<file path="src/rtl/mem_write_scoreboard.sv">
// Watches the core's data-memory write port and scores each write against a
// preloaded table of expected {address, data} pairs, with a PASS/FAIL verdict.
module mem_write_scoreboard #(
  parameter int DEPTH   = 8,
  parameter int AW      = 32,
  parameter int DW      = 32,
  parameter int ORDERED = 1,
  parameter int STRICT  = 0,
  parameter int TIMEOUT = 1000
) (
  input  logic                       clk,
  input  logic                       reset,
  input  logic                       load_en,
  input  logic [AW-1:0]              load_addr,
  input  logic [DW-1:0]              load_data,
  input  logic                       start,
  input  logic                       memwrite,
  input  logic [AW-1:0]              dataadr,
  input  logic [DW-1:0]              writedata,
  output logic                       done,
  output logic                       pass,
  output logic                       fail,
  output logic [$clog2(DEPTH+1)-1:0] match_count,
  output logic [15:0]                mismatch_count,
  output logic [$clog2(DEPTH+1)-1:0] num_exp
);
  localparam int CW = $clog2(DEPTH + 1);
  localparam int IW = (DEPTH > 1) ? $clog2(DEPTH) : 1;

  typedef enum logic [1:0] {S_IDLE, S_RUN, S_PASS, S_FAIL} state_t;
  state_t state, next_state;

  logic [AW-1:0]    tab_addr [DEPTH];
  logic [DW-1:0]    tab_data [DEPTH];
  logic [DEPTH-1:0] matched;
  logic [IW-1:0]    ptr;
  logic [IW-1:0]    hit_idx;
  logic [31:0]      timer;
  logic             hit, sample, match, miss, complete, timed_out, arm, load_ok;

  // Scanning downward leaves the lowest-index unmatched candidate in hit_idx.
  always_comb begin
    hit     = 1'b0;
    hit_idx = '0;
    if (ORDERED != 0) begin
      hit     = (tab_addr[ptr] == dataadr) && (tab_data[ptr] == writedata);
      hit_idx = ptr;
    end else begin
      for (int i = DEPTH - 1; i >= 0; i--) begin
        if ((CW'(i) < num_exp) && !matched[i] &&
            (tab_addr[i] == dataadr) && (tab_data[i] == writedata)) begin
          hit     = 1'b1;
          hit_idx = IW'(i);
        end
      end
    end
  end

  assign sample    = (state == S_RUN) && memwrite;
  assign match     = sample && hit;
  assign miss      = sample && !hit;
  assign complete  = match && ((match_count + CW'(1)) == num_exp);
  assign timed_out = (TIMEOUT != 0) && (timer == 32'(TIMEOUT - 1));
  assign arm       = start && (state != S_RUN);
  assign load_ok   = (state == S_IDLE) && load_en && !start && (num_exp < CW'(DEPTH));

  // A final match takes precedence over both a strict mismatch and the timeout.
  always_comb begin
    next_state = state;
    unique case (state)
      S_IDLE, S_PASS, S_FAIL: begin
        if (start) next_state = (num_exp == '0) ? S_PASS : S_RUN;
      end
      S_RUN: begin
        if (complete)                                next_state = S_PASS;
        else if ((STRICT != 0 && miss) || timed_out) next_state = S_FAIL;
      end
      default: next_state = S_IDLE;
    endcase
  end

  always_ff @(posedge clk) begin
    if (reset) begin
      state          <= S_IDLE;
      num_exp        <= '0;
      match_count    <= '0;
      mismatch_count <= '0;
      matched        <= '0;
      ptr            <= '0;
      timer          <= '0;
    end else begin
      state <= next_state;
      if (arm) begin
        match_count    <= '0;
        mismatch_count <= '0;
        matched        <= '0;
        ptr            <= '0;
        timer          <= '0;
      end else if (state == S_RUN) begin
        timer <= timer + 32'd1;
        if (match) begin
          match_count      <= match_count + CW'(1);
          ptr              <= ptr + IW'(1);
          matched[hit_idx] <= 1'b1;
        end
        if (miss && (mismatch_count != 16'hFFFF))
          mismatch_count <= mismatch_count + 16'd1;
      end
      if (load_ok) num_exp <= num_exp + CW'(1);
    end
  end

  // Table contents survive reset; only num_exp decides which entries are live.
  always_ff @(posedge clk) begin
    if (!reset && load_ok) begin
      tab_addr[num_exp[IW-1:0]] <= load_addr;
      tab_data[num_exp[IW-1:0]] <= load_data;
    end
  end

  assign pass = (state == S_PASS);
  assign fail = (state == S_FAIL);
  assign done = pass || fail;

endmodule

</file>
<file path="config.mk">
export PLATFORM = sky130hd
export DESIGN_NAME = mem_write_scoreboard
export DESIGN_NICKNAME = d
export VERILOG_FILES = /design/src/rtl/mem_write_scoreboard.sv
export SDC_FILE = /design/constraint.sdc
export NUM_CORES = 1
export LEC_CHECK = 0
export CAP_MARGIN = 20
export CORE_AREA = 4 4 221 223
export CTS_BUF_LIST = sky130_fd_sc_hd__clkbuf_2 sky130_fd_sc_hd__clkbuf_4 sky130_fd_sc_hd__clkbuf_8
export CTS_CLUSTER_SIZE = 10
export DETAILED_ROUTE_END_ITERATION = 10
export DIE_AREA = 0 0 225 227
export PLACE_DENSITY = 0.69
export SYNTH_ARGS = -nofsm -noshare
export SYNTH_HDL_FRONTEND = slang
export SYNTH_SLANG_ARGS = --single-unit
</file>
<file path="constraint.sdc">
create_clock -name clk -period 22.8 [get_ports clk]
set_clock_uncertainty 0.15 [all_clocks]
set_input_delay 4.56 -clock clk [delete_from_list [all_inputs] [get_ports clk]]
set_output_delay 4.56 -clock clk [all_outputs]
set_load 0.03 [all_outputs]
</file>
==> impl_metrics.json, run 1 <==
{
  "outcome": "finished clean",
  "yosysWarnings": 0,
  "yosys.area.top_type": "edfxtp_1",
  "crit_path_end_kind": "flip-flop",
  "min_period_ns": 7.48,
  "clockBufferDepth": 3,
  "yosys-top-cells-area": "edfxtp_1 66%, mux4_2 6.6%, mux2i_1 6.2%",
  "synth_most_common_cell": "edfxtp_1",
  "p_clk_frac": 0.407,
  "period_share": 0.328,
  "clock_sinks": 576,
  "root_buffer": "clkbuf_8",
  "final_max_slew_viol_count": 0,
  "dr.pass1.iters": 5,
  "fin_setup_tns_ns": 0,
  "fin_cells": 2239,
  "netlist_instances": 1334,
  "die-area_sq_um": 51100,
  "synth_edf_count": 512,
  "worstPathMaxFanout": 28,
  "drive_gt1_frac": 0.182,
  "vias_per_cell": 5.73,
  "finalHoldViolations": 0,
  "dp_cells": 2063,
  "io_buffers": 159,
  "worst_slew_pin_slew_ns": 1.07,
  "area_delta_synth_final_pct": 17.3,
  "wl_per_cell_microns": 23.4,
  "vias": 12800,
  "drtAntennaViolNets": 0,
  "dp_slack_ns": 14.39,
  "cp.arrival_ns": 7.87,
  "synth_flop_cell": "edfxtp_1",
  "io_pins": 160,
  "cap_violations": 0,
  "hpwl_mm": 31.0,
  "ff_latch_area_sq_um": 16700,
  "drc": 0,
  "setup_ws_ns": 15.32,
  "synth.avg_cell_area_sq_um": 17.5,
  "path_class": "in -> reg",
  "p_int_mw": 1.63,
  "start_util": 0.501,
  "wl_mm": 52.4,
  "grt_max_degree": 108,
  "htreeDepth": 3,
  "async_flop_share": 0,
  "fillers": 3448,
  "ys_seq_area_frac": 0.714,
  "worst_setup_path_start_kind": "primary input",
  "worst_ep_required_time_ns": 23.19,
  "place.gp.congestion": 0.803,
  "grt_pass1_wl_mm": 78.7,
  "die_w_microns": 225,
  "synth_top_area_share": 0.659,
  "rrSetupSlack_ns": 17.13,
  "final_util": 0.588,
  "post_cts_buffers": 0,
  "rsz0062_at_grt": "false",
  "leakagePower_nw": 8.43,
  "combPwrFrac": 0.033,
  "core-area_sq_um": 46600,
  "clk_pin_slew_ns": 0.06,
  "ys_seq_elements": 576,
  "cts_tree": "built",
  "ir_worst_vdd_mv": 0.0366,
  "cts_resized": 0,
  "antenna_found_initial": 6,
  "fin_area_sq_um": 27400,
  "seq_power_share": 0.560,
  "multi_input_area_sq_um": 6300,
  "synth.cell_area_sq_um": 23300,
  "max_freq_mhz": 134,
  "drt_iter0_drc": 1302,
  "syn-num-nets": 1473,
  "p_sw_frac": 0.210,
  "setup_viol": 0,
  "cts_buffers": 92,
  "timing.hold.ws_ns": 0.354,
  "worstHoldPathType": "reg -> reg",
  "slew-limit-headroom": 0.289,
  "place_area_sq_um": 25500,
  "track_usage": 0.204,
  "grt_pass1_vias": 13100,
  "die_y_microns": 227,
  "row_count": 79,
  "ys_types": 60,
  "switching_power_uw": 434,
  "powerDensity_nw_per_um2": 75.4,
  "holdBufCountCts": 0,
  "overflow": 0,
  "clk_latency_ns": 0.64,
  "fin_nets": 1691,
  "synth_common_cells": "512 x edfxtp_1, 145 x mux2i_1, 68 x mux4_2",
  "p_total_mw": 2.06
}
## cell families (layout without fill, tap and decap cells)
kind of cell	count (synthesis)	in the layout	share of synthesized area
AND/OR/NAND/NOR	241	241	0.0547
flip-flops	576	576	0.714
buffers and inverters	65	361	0.0178
other	0	2	0
AO/OA/AOI/OAI	133	133	0.0423
XOR/XNOR	80	80	0.0301
multiplexers	233	233	0.138
adder cells (fa/ha/maj)	6	6	0.00322
## registers in the layout, indices dropped and copies added (netlist names), named ones only
signal          cells
tab_data          256
state               2
num_exp             4
tab_addr          256
mismatch_count     16
hit_idx             3
match_count         4
timer              32
## layer usage
metal	vias to the layer above	share of wire	global-route usage
met5	-	0.00095	0
met4	8	0.025	0.0690
met3	89	0.068	0.0440
met2	433	0.49	0.333
met1	6516	0.42	0.276
li1	5773	-	-
## worst max-delay path: stages
cell and delay, ns:
clkdlybuf4s50_1 0.43, a21o_1 0.17, a2111oi_2 0.60, nand4_1 0.28
nor4_4 0.59, and2_1 0.84, o311ai_0 0.30, o41ai_1 0.11
## final timing paths
check / end / start / cells past startpoint
setup / recovery: mismatch_count[15]$_SDFFE_PP0P_ / dataadr[16] / 8
hold / removal: mismatch_count[7]$_SDFFE_PP0P_ / mismatch_count[7]$_SDFFE_PP0P_ / 2
setup reg to reg: mismatch_count[15]$_SDFFE_PP0P_ / flip-flop / 12
hold reg to reg: mismatch_count[7]$_SDFFE_PP0P_ / mismatch_count[7]$_SDFFE_PP0P_ / 2
## layout by cell type, fill, tap and decap left out, types with 7 or more instances in the layout
cell	Yosys	layout
nand4_1	23	23
clkinv_1	0	23
o22ai_1	11	11
nand3_1	35	35
a21oi_1	20	20
o21a_1	7	7
edfxtp_1	512	512
a22oi_1	37	37
a21o_1	14	14
nor2_1	61	55
a22o_1	7	7
buf_4	11	23
nor3_1	15	15
or3_1	8	8
or4_1	9	9
mux2i_1	145	145
dfxtp_1	64	61
mux2_2	20	20
nor4_1	9	7
nand2_1	34	34
clkdlybuf4s50_1	0	159
mux4_2	68	68
clkinv_2	0	22
and3_1	11	11
clkbuf_4	0	26
clkbuf_8	0	95
xnor2_1	46	46
xor2_1	34	34
## cell type report
| cell class | count | area share |
|---|---|---|
| Clock buffer | 121 | 0.0549 |
| Clock inverter | 51 | 0.00970 |
| Timing Repair Buffer | 185 | 0.0672 |
| Inverter | 4 | 0.000549 |
| Tap cell | 607 | 0.0278 |
| Sequential cell | 576 | 0.609 |
| Multi-Input combinational cell | 693 | 0.230 |
| Antenna cell | 2 | 0.000183 |
## power by group through the flow
stage / sequential (mW) / combinational [mW] / clock, mW
2_1_floorplan: 1.18 / 0.0213 / 0
3_3_place_gp: 1.18 / 0.0663 / 0
3_5_place_dp: 1.18 / 0.0678 / 0
4_1_cts: 1.15 / 0.0681 / 0.860
5_1_grt: 1.15 / 0.0737 / 0.912
6_report: 1.15 / 0.0686 / 0.839
(Power assumes the default switching activity.)
==> inputs of run 2 (changes only) <==
Clock period 22.8 ns to 7.2 ns, I/O delays scaled along.
==> run 2 against run 1 <==
Against the previous run: die area unchanged; setup slack got worse by 13 ns; global-route usage is 0.072 points lower; final area increased by 0.10%; routed wire length fell by 0.47%; sequential power grew to 3.2 times the previous value; first-iteration DRC count down 27%; register-to-register slack worse by 15 ns.
==> impl_metrics.json, run 2 (same netlist as run 1, synthesis figures left out) <==
{
  "hpwl_mm": 31.6,
  "htreeDepth": 3,
  "p_clk_frac": 0.409,
  "layout_common_cells": "512 x edfxtp_1, 159 x clkdlybuf4s50_1, 145 x mux2i_1, 95 x clkbuf_8, 68 x mux4_2",
  "cts_resized": 0,
  "min_period_ns": 5.06,
  "max_freq_mhz": 197,
  "grt_pass1_vias": 13100,
  "worst_slew_pin_slew_ns": 0.986,
  "root_buffer": "clkbuf_8",
  "switching_power_mw": 1.36,
  "ir_worst_vdd_mv": 0.181,
  "dr.pass1.iters": 6,
  "worst_ep_required_time_ns": 7.60,
  "finalHoldViolations": 0,
  "outcome": "finished clean",
  "seq_power_share": 0.558,
  "p_int_mw": 5.20,
  "drt_iter0_drc": 950,
  "path_class": "reg -> reg",
  "slowest_delay_ns": 0.85,
  "wl_mm": 52.2,
  "fin_nets": 1691,
  "die_w_microns": 225,
  "fin_area_sq_um": 27400,
  "fin_setup_tns_ns": 0,
  "vias": 12700,
  "core-area_sq_um": 46600,
  "setup_viol": 0,
  "post_cts_buffers": 0,
  "crit_path_end_kind": "flip-flop",
  "powerDensity_nw_per_um2": 239,
  "dp_slack_ns": 2.03,
  "vias_per_cell": 5.71,
  "die-area_sq_um": 51100,
  "cp.arrival_ns": 5.46,
  "crit_slowest_cell": "dfxtp_4",
  "clockBufferDepth": 3,
  "p_sw_frac": 0.207,
  "die_y_microns": 227,
  "worstPathMaxFanout": 36,
  "period_share": 0.703,
  "r2r_cells": 10,
  "worstHoldPathType": "reg -> reg",
  "place_area_sq_um": 25600,
  "io_pins": 160,
  "final_common_cell": "edfxtp_1",
  "clock_sinks": 576,
  "dp_cells": 2064,
  "drc": 0,
  "clk_pin_slew_ns": 0.06,
  "worst_setup_path_start_kind": "flip-flop",
  "track_usage": 0.203,
  "cts_tree": "built",
  "place.gp.congestion": 0.791,
  "cap_violations": 0,
  "area_delta_synth_final_pct": 17.5,
  "grt_pass1_wl_mm": 78.5,
  "grt_max_degree": 65,
  "drive_gt1_frac": 0.181,
  "setup_ws_ns": 2.14,
  "leakagePower_nw": 8.42,
  "combPwrFrac": 0.033,
  "slew-limit-headroom": 0.343,
  "antenna_found_initial": 2,
  "clk_latency_ns": 0.66,
  "io_buffers": 159,
  "final_max_slew_viol_count": 0,
  "row_count": 79,
  "overflow": 0,
  "holdBufCountCts": 0,
  "crit_chain": "buf_4 > mux4_2 > mux2i_1 > xnor2_1 > a2111oi_0 > nand4_1 > nor4_4 > and2_1 > o311ai_0 > o41ai_1",
  "fin_cells": 2229,
  "rsz0062_at_grt": "false",
  "wl_per_cell_microns": 23.4,
  "start_util": 0.501,
  "holdPathStages": 2,
  "cts_buffers": 92,
  "drtAntennaViolNets": 0,
  "p_total_mw": 6.56
}
==> run 2: changes by cell type in the layout (fill, tap and decap cells not counted), moves of 2 or more <==
cell / delta
clkinv_2: -14
clkbuf_4: +11
clkinv_1: -7
buf_12: +3
buf_4: -2
nor4_2: -2
nor4_4: +2
==> run 2: cell type report <==
cell class                 count  area (sq um)
tap                          607           759
clock inverter                30           170
timing repair buffer         185          1860
sequential                   576         16700
antenna                        2          5.00
multi-input combinational    693          6330
fill                        3486         19200
clock buffer                 132          1590
inverter                       4          15.0
==> run 2: power by group through the flow <==
| stage | Combinational [mW] | Sequential [mW] | Clock, mW |
|---|---|---|---|
| final | 0.219 | 3.66 | 2.68 |
| after floorplan | 0.0678 | 3.73 | 0 |
| after CTS | 0.219 | 3.66 | 2.74 |
| after detailed placement | 0.218 | 3.73 | 0 |
| after global routing | 0.235 | 3.66 | 2.89 |
| after global placement | 0.213 | 3.73 | 0 |
==> run 2: per-layer routing <==
layer | global-route usage | vias up | wire (microns)
met2 | 0.331 | 387 | 25300
met1 | 0.280 | 6480 | 22800
met4 | 0.0595 | 2 | 1030
li1 | - | 5771 | -
met5 | 0 | - | 13
met3 | 0.0429 | 84 | 2990
==> run 2: critical path, delay by kind of cell (launching register included) <==
kind                   cells  cell delay (ns)
buffers and inverters      1             0.59
AND/OR/NAND/NOR            3             1.49
flip-flops                 1             0.85
AO/OA/AOI/OAI              3             0.96
multiplexers               2             0.75
XOR/XNOR                   1             0.11
==> run 2: worst paths after layout <==
path	from	endpoint	slack, ns
setup / recovery	flip-flop	mismatch_count[15]$_SDFFE_PP0P_	2.14
hold / removal	mismatch_count[11]$_SDFFE_PP0P_	mismatch_count[11]$_SDFFE_PP0P_	0.35
setup reg to reg	flip-flop	mismatch_count[15]$_SDFFE_PP0P_	2.14
hold reg to reg	mismatch_count[11]$_SDFFE_PP0P_	mismatch_count[11]$_SDFFE_PP0P_	0.35
==> run 2: per-stage QoR <==
step / util / hold slack, ns
after CTS: 0.588 / 0.351
after floorplan: - / 0.316
after detailed placement: 0.550 / 0.348
after global placement: 0.550 / 0.333
final: 0.588 / 0.353
after global routing: 0.588 / 0.374
